<file path="config.mk">
export PLATFORM = sky130hd
export DESIGN_NAME = reg_file_2r1w
export DESIGN_NICKNAME = d
export VERILOG_FILES = /design/src/rtl/regfile_pkg.sv /design/src/rtl/rf_read_port.sv /design/src/rtl/reg_file_2r1w.sv
export SDC_FILE = /design/constraint.sdc
export NUM_CORES = 1
export LEC_CHECK = 0
export CAP_MARGIN = 0
export CORE_ASPECT_RATIO = 0.75
export CORE_MARGIN = 3
export CORE_UTILIZATION = 55
export CTS_CLUSTER_DIAMETER = 150
export DETAILED_ROUTE_END_ITERATION = 10
export DONT_BUFFER_PORTS = 1
export PLACE_DENSITY_LB_ADDON = 0.15
export SYNTH_ARGS = -nofsm -noshare
export SYNTH_HDL_FRONTEND = slang
export SYNTH_SLANG_ARGS = --single-unit
</file>
<file path="constraint.sdc">
create_clock -name clk -period 3.4 [get_ports clk]
set_input_delay 0.34 -clock clk [delete_from_list [all_inputs] [get_ports clk]]
set_output_delay 0.34 -clock clk [all_outputs]
set_load 0.005 [all_outputs]
</file>
<file path="src/rtl/regfile_pkg.sv">
`default_nettype none
// ============================================================================
// Module  : regfile_pkg
// Purpose : Shared types and default sizing for the 2R1W register file.
// Revision: 1.0  initial release
// ============================================================================
package regfile_pkg;

    localparam int RF_WIDTH_DEFAULT = 16;
    localparam int RF_DEPTH_DEFAULT = 16;

    typedef enum logic [0:0] {
        IDLE  = 1'b0,
        CLEAR = 1'b1
    } clr_state_e;

endpackage : regfile_pkg
`default_nettype wire

</file>
<file path="src/rtl/rf_read_port.sv">
`default_nettype none
// ============================================================================
// Module  : rf_read_port
// Purpose : Registered read port with write bypass and out-of-range masking.
// Revision: 1.0  initial release
// ============================================================================
module rf_read_port
    import regfile_pkg::*;
#(
    parameter int WIDTH = RF_WIDTH_DEFAULT,
    parameter int DEPTH = RF_DEPTH_DEFAULT,
    localparam int ADDR_W = $clog2(DEPTH)
) (
    input  logic                         clk_i,
    input  logic                         rst_ni,
    input  logic                         rd_en_i,
    input  logic [ADDR_W-1:0]            rd_addr_i,
    input  logic [DEPTH-1:0][WIDTH-1:0]  mem_i,
    input  logic                         wr_fire_i,
    input  logic [ADDR_W-1:0]            wr_addr_i,
    input  logic [WIDTH-1:0]             wr_data_i,
    output logic [WIDTH-1:0]             rd_data_o
);

    localparam logic [ADDR_W:0] c_DEPTH_EXT = (ADDR_W+1)'(DEPTH);

    logic             w_in_range;
    logic [WIDTH-1:0] w_arr_data;
    logic [WIDTH-1:0] rd_data_d;
    logic [WIDTH-1:0] rd_data_q;

    assign w_in_range = ({1'b0, rd_addr_i} < c_DEPTH_EXT);

    always_comb begin
        w_arr_data = '0;
        for (int i = 0; i < DEPTH; i++) begin
            if (rd_addr_i == ADDR_W'(i)) begin
                w_arr_data = mem_i[i];
            end
        end
    end

    // wr_fire_i is only high for in-range accepted writes, so forwarding never leaks
    // data for a masked address.
    always_comb begin
        rd_data_d = rd_data_q;
        if (rd_en_i) begin
            if (wr_fire_i && (wr_addr_i == rd_addr_i)) begin
                rd_data_d = wr_data_i;
            end else if (w_in_range) begin
                rd_data_d = w_arr_data;
            end else begin
                rd_data_d = '0;
            end
        end
    end

    always_ff @(posedge clk_i or negedge rst_ni) begin
        if (!rst_ni) begin
            rd_data_q <= '0;
        end else begin
            rd_data_q <= rd_data_d;
        end
    end

    assign rd_data_o = rd_data_q;

endmodule : rf_read_port
`default_nettype wire

</file>
<file path="src/rtl/reg_file_2r1w.sv">
`default_nettype none
// ============================================================================
// Module  : reg_file_2r1w
// Purpose : WIDTH x DEPTH register file, one write / two registered read ports,
//           same-cycle bypass and a sequential bulk-clear engine.
//           Optional macro REGFILE_ZERO_REG_EN hardwires address 0 to zero.
// Revision: 1.0  initial release
// ============================================================================
module reg_file_2r1w
    import regfile_pkg::*;
#(
    parameter int WIDTH = RF_WIDTH_DEFAULT,
    parameter int DEPTH = RF_DEPTH_DEFAULT,
    localparam int ADDR_W = $clog2(DEPTH)
) (
    input  logic              clk,
    input  logic              rst,
    input  logic              wr_en,
    input  logic [ADDR_W-1:0] wr_addr,
    input  logic [WIDTH-1:0]  wr_data,
    input  logic              rd_en1,
    input  logic [ADDR_W-1:0] rd_addr1,
    output logic [WIDTH-1:0]  rd_data1,
    input  logic              rd_en2,
    input  logic [ADDR_W-1:0] rd_addr2,
    output logic [WIDTH-1:0]  rd_data2,
    input  logic              clr_req,
    output logic              busy
);

    localparam logic [ADDR_W:0]   c_DEPTH_EXT = (ADDR_W+1)'(DEPTH);
    localparam logic [ADDR_W-1:0] c_PTR_LAST  = ADDR_W'(DEPTH - 1);

    clr_state_e                 state_q;
    logic [ADDR_W-1:0]          ptr_q;
    logic                       busy_q;
    logic [DEPTH-1:0][WIDTH-1:0] mem_d;
    logic [DEPTH-1:0][WIDTH-1:0] mem_q;
    logic                       w_wr_in_range;
    logic                       w_wr_fire;

    assign w_wr_in_range = ({1'b0, wr_addr} < c_DEPTH_EXT);

`ifdef REGFILE_ZERO_REG_EN
    assign w_wr_fire = wr_en && !busy_q && w_wr_in_range && (wr_addr != '0);
`else
    assign w_wr_fire = wr_en && !busy_q && w_wr_in_range;
`endif

    always_ff @(posedge clk or negedge rst) begin
        if (!rst) begin
            state_q <= IDLE;
            ptr_q   <= '0;
            busy_q  <= 1'b0;
        end else begin
            case (state_q)
                IDLE: begin
                    if (clr_req) begin
                        state_q <= CLEAR;
                        ptr_q   <= '0;
                        busy_q  <= 1'b1;
                    end
                end
                CLEAR: begin
                    if (ptr_q == c_PTR_LAST) begin
                        state_q <= IDLE;
                        ptr_q   <= '0;
                        busy_q  <= 1'b0;
                    end else begin
                        ptr_q <= ptr_q + ADDR_W'(1);
                    end
                end
                default: begin
                    state_q <= IDLE;
                    ptr_q   <= '0;
                    busy_q  <= 1'b0;
                end
            endcase
        end
    end

    // Writes and the clear walk never collide: writes are only accepted while idle.
    always_comb begin
        mem_d = mem_q;
        for (int i = 0; i < DEPTH; i++) begin
            if (w_wr_fire && (wr_addr == ADDR_W'(i))) begin
                mem_d[i] = wr_data;
            end
            if ((state_q == CLEAR) && (ptr_q == ADDR_W'(i))) begin
                mem_d[i] = '0;
            end
        end
    end

    always_ff @(posedge clk or negedge rst) begin
        if (!rst) begin
            mem_q <= '0;
        end else begin
            mem_q <= mem_d;
        end
    end

    rf_read_port #(
        .WIDTH (WIDTH),
        .DEPTH (DEPTH)
    ) u_rd_port1 (
        .clk_i     (clk),
        .rst_ni    (rst),
        .rd_en_i   (rd_en1),
        .rd_addr_i (rd_addr1),
        .mem_i     (mem_q),
        .wr_fire_i (w_wr_fire),
        .wr_addr_i (wr_addr),
        .wr_data_i (wr_data),
        .rd_data_o (rd_data1)
    );

    rf_read_port #(
        .WIDTH (WIDTH),
        .DEPTH (DEPTH)
    ) u_rd_port2 (
        .clk_i     (clk),
        .rst_ni    (rst),
        .rd_en_i   (rd_en2),
        .rd_addr_i (rd_addr2),
        .mem_i     (mem_q),
        .wr_fire_i (w_wr_fire),
        .wr_addr_i (wr_addr),
        .wr_data_i (wr_data),
        .rd_data_o (rd_data2)
    );

    assign busy = busy_q;

endmodule : reg_file_2r1w
`default_nettype wire

</file>
==> flow_summary.json <==
{
  "synth_edf_count": 0,
  "yosysWarnings": 0,
  "syn_to_final_growth_pct": 8.50,
  "track_usage_pct": 40.3,
  "htreeDepth": 1,
  "slew_headroom_pct": -3.13,
  "final_core_util_pct": 61.1,
  "crit_type": "flop to flop",
  "drc": 0,
  "avgViaCountPerCell": 7.78,
  "end_kind": "flop",
  "dieArea_um2": 32100,
  "ant_nets": 0,
  "synth_cells": 1570,
  "cts_setup_buffers": 0,
  "worstPathBufferInverterCount": 0,
  "cp_cell_sequence": "nand2b_1 -> or3_1 -> nand2_1 -> a211oi_1 -> a211oi_1",
  "core_um2": 29300,
  "layout-drive-gt1-share_pct": 11.7,
  "fillCellCount": 2437,
  "status": "finished, violations left",
  "critPathArrivalTime_ns": 2.88,
  "synth_top_area_share_pct": 44.6,
  "powerDensity_nw_per_um2": 763,
  "die_width_um": 206,
  "nets": 1526,
  "synth_most_common_cell": "dfrtp_1",
  "period_share_pct": 73.0,
  "path_clk_slew_ns": 0.07,
  "cp.required_ns": 3.80,
  "synth_flop_cell": "dfrtp_1",
  "yosysUniqueCellTypes": 77,
  "netlist_top_cells_count": "dfrtp_1 (294), a22o_1 (261), clkbuf_1 (98)",
  "cp-startpoint": "busy",
  "ys_seq_area_share_pct": 44.6,
  "hold_viol": 294,
  "fp-row-count": 54,
  "syn_avg_cell_area_um2": 10.5,
  "fin_hold_ws_ns": -0.554,
  "regArea_um2": 7360,
  "maxCapViolCount": 1,
  "wl_um": 65500,
  "cts_num_sinks": 294,
  "num_io_pins": 67,
  "worst_slew_pin_slew_ns": 1.54,
  "antenna_found_initial": 6,
  "p_leak_nw": 7.64,
  "switching_share_pct": 34.6,
  "io_buffers": 0,
  "cts_tree": "built",
  "routedWlPerCell_um": 34.4,
  "multi_input_area_um2": 8300,
  "hpwl_um": 38800,
  "ys_ff_latch": 294,
  "r2r-start": "busy",
  "cts_resized": 0,
  "final_max_slew_viol_count": 12,
  "first_global_vias": 13800,
  "cp_max_fo": 20,
  "synthTopCellsByArea": "dfrtp_1 (45%), a22o_1 (14%), mux4_2 (5.2%)",
  "synth_area_um2": 16500,
  "grt_pass1_wl_um": 96200,
  "power_frac_comb_pct": 27.9,
  "cpPeakStageDelay_ns": 0.77,
  "switchingPower_mw": 4.73,
  "finalClockSkew_ns": 0.0205,
  "critPathLaunchType": "flop",
  "fp.dieH_um": 156,
  "failed_checks": "hold timing, capacitance limit, slew limit",
  "async_flop_share_pct": 100,
  "fin_tns_setup_ns": 0,
  "power.internal_mw": 8.93,
  "period_needed_ns": 2.48,
  "timing.fmax_ghz": 0.403,
  "crit_family": "simple AND/OR/NAND/NOR gates",
  "clockRootBuffer": "clkbuf_16",
  "initialDrtViolationCount": 2639,
  "cp_common_cell": "a211oi_1",
  "gp_congestion": 0.954,
  "cpMaxStageDelayCell": "or3_1",
  "start_util_pct": 56.3,
  "cts-hold-fix-buffers": 20,
  "peakVddDrop_mv": 0.464,
  "clock_path_buffers": 3,
  "pwr-share-clk_pct": 28.0,
  "holdCritPathClass": "input port to async pin",
  "grt_max_degree": 295,
  "vias": 14800,
  "pwr-share-seq_pct": 44.0,
  "synth_nets": 1608,
  "cts_made_buffers": 31,
  "setup_viol": 0,
  "insertion_delay_ns": 0.60,
  "fin_cells": 1905,
  "placed_cells": 1827,
  "grt-ovfl-total": 0,
  "rsz0062_at_grt": "false",
  "drtPass1Iterations": 7,
  "synth_top_cell_by_area": "dfrtp_1"
}
final timing paths:
check                                          endpoint  slack, ns  depth (start not counted)
min in group clk                u_rd_port2.rd_data_o[1]       0.01                          3
max in group asynchronous                     mem_q[21]       3.23                          0
worst max-delay path            u_rd_port1.rd_data_o[9]       0.92                          5
worst min-delay path                         mem_q[175]      -0.55                          0
worst max register to register  u_rd_port1.rd_data_o[9]       0.92                          5
worst min register to register               mem_q[149]       0.51                          1
kinds of logic after synthesis:
logic type	count (synthesis)	synth area share, %
mux	124	10.6
buf+inv	204	5.34
flops	294	44.6
fa+ha+maj	4	0.303
simple gates	289	8.64
xor+xnor	8	0.425
compound gates	647	30.1
routing by layer:
layer | routed length (µm) | vias up | part of all wire [%] | global-route usage (%)
li1 | - | 5955 | - | -
met1 | 26400 | 7297 | 40 | 59.9
met2 | 25200 | 1347 | 38 | 51.8
met3 | 11600 | 200 | 18 | 19.2
met4 | 2220 | 14 | 3.4 | 11.3
met5 | 115 | - | 0.18 | 1.04
cells in the final DEF (no fill, tap or decap), types with 7 or more instances in the layout:
| cell | Yosys | routed |
|---|---|---|
| dfrtp_1 | 294 | 294 |
| a22o_1 | 261 | 261 |
| nor2_1 | 85 | 85 |
| mux2i_1 | 65 | 65 |
| o21ai_0 | 62 | 62 |
| nand2_1 | 56 | 56 |
| a21oi_1 | 55 | 55 |
| buf_4 | 7 | 43 |
| mux4_2 | 38 | 38 |
| clkbuf_16 | 0 | 31 |
| a31oi_1 | 35 | 30 |
| nor2b_1 | 28 | 28 |
| nand3_1 | 28 | 28 |
| nor3_1 | 27 | 27 |
| o22ai_1 | 27 | 27 |
| o211ai_1 | 23 | 23 |
| inv_1 | 22 | 22 |
| o21ai_1 | 22 | 22 |
| a32oi_1 | 21 | 21 |
| dlygate4sd3_1 | 0 | 20 |
| nand2b_1 | 19 | 19 |
| a211oi_1 | 19 | 19 |
| o221ai_1 | 17 | 17 |
| mux2_2 | 15 | 15 |
| a22oi_1 | 11 | 11 |
| o32ai_1 | 10 | 10 |
| o31ai_1 | 10 | 10 |
| a311oi_2 | 9 | 9 |
| o21a_1 | 9 | 9 |
| clkbuf_8 | 0 | 9 |
| a21o_1 | 8 | 8 |
| and2_1 | 7 | 7 |
| and3_1 | 7 | 7 |
| a221oi_1 | 7 | 7 |
area by class of cell:
type	count	area share, %
clock buffer	43	5.09
tap	392	2.74
inverter	26	0.545
timing repair buffer	63	2.92
multi-input combinational	1072	46.3
sequential	294	41.1
clock inverter	14	1.27
antenna	1	0.0140
through the flow:
stage / setup WS (ns) / cell area, µm² / power [mW]
after CTS: 0.983 / 17900 / 13.4
final: 0.919 / 17900 / 13.7
after global placement: 0.751 / 16600 / 9.44
after detailed placement: 0.819 / 16600 / 9.54
after floorplan: 1.40 / 16500 / 8.39
after global routing: 0.738 / 17900 / 14.2
state kept, by name, summed over array words and instances (netlist names):
name                  cells
mem_q                   256
u_rd_port1.rd_data_o     16
u_rd_port2.rd_data_o     16
ptr_q                     4
busy                      1
state_q                   1
power groups by stage:
stage	registers, mW	clock network (mW)	logic [mW]
after floorplan	5.51	0	2.88
after global placement	5.96	0	3.48
after detailed placement	5.97	0	3.56
after CTS	5.94	3.83	3.68
after global routing	6.13	3.99	4.04
final	6.01	3.83	3.81
Power figures use the tool's default switching activity.
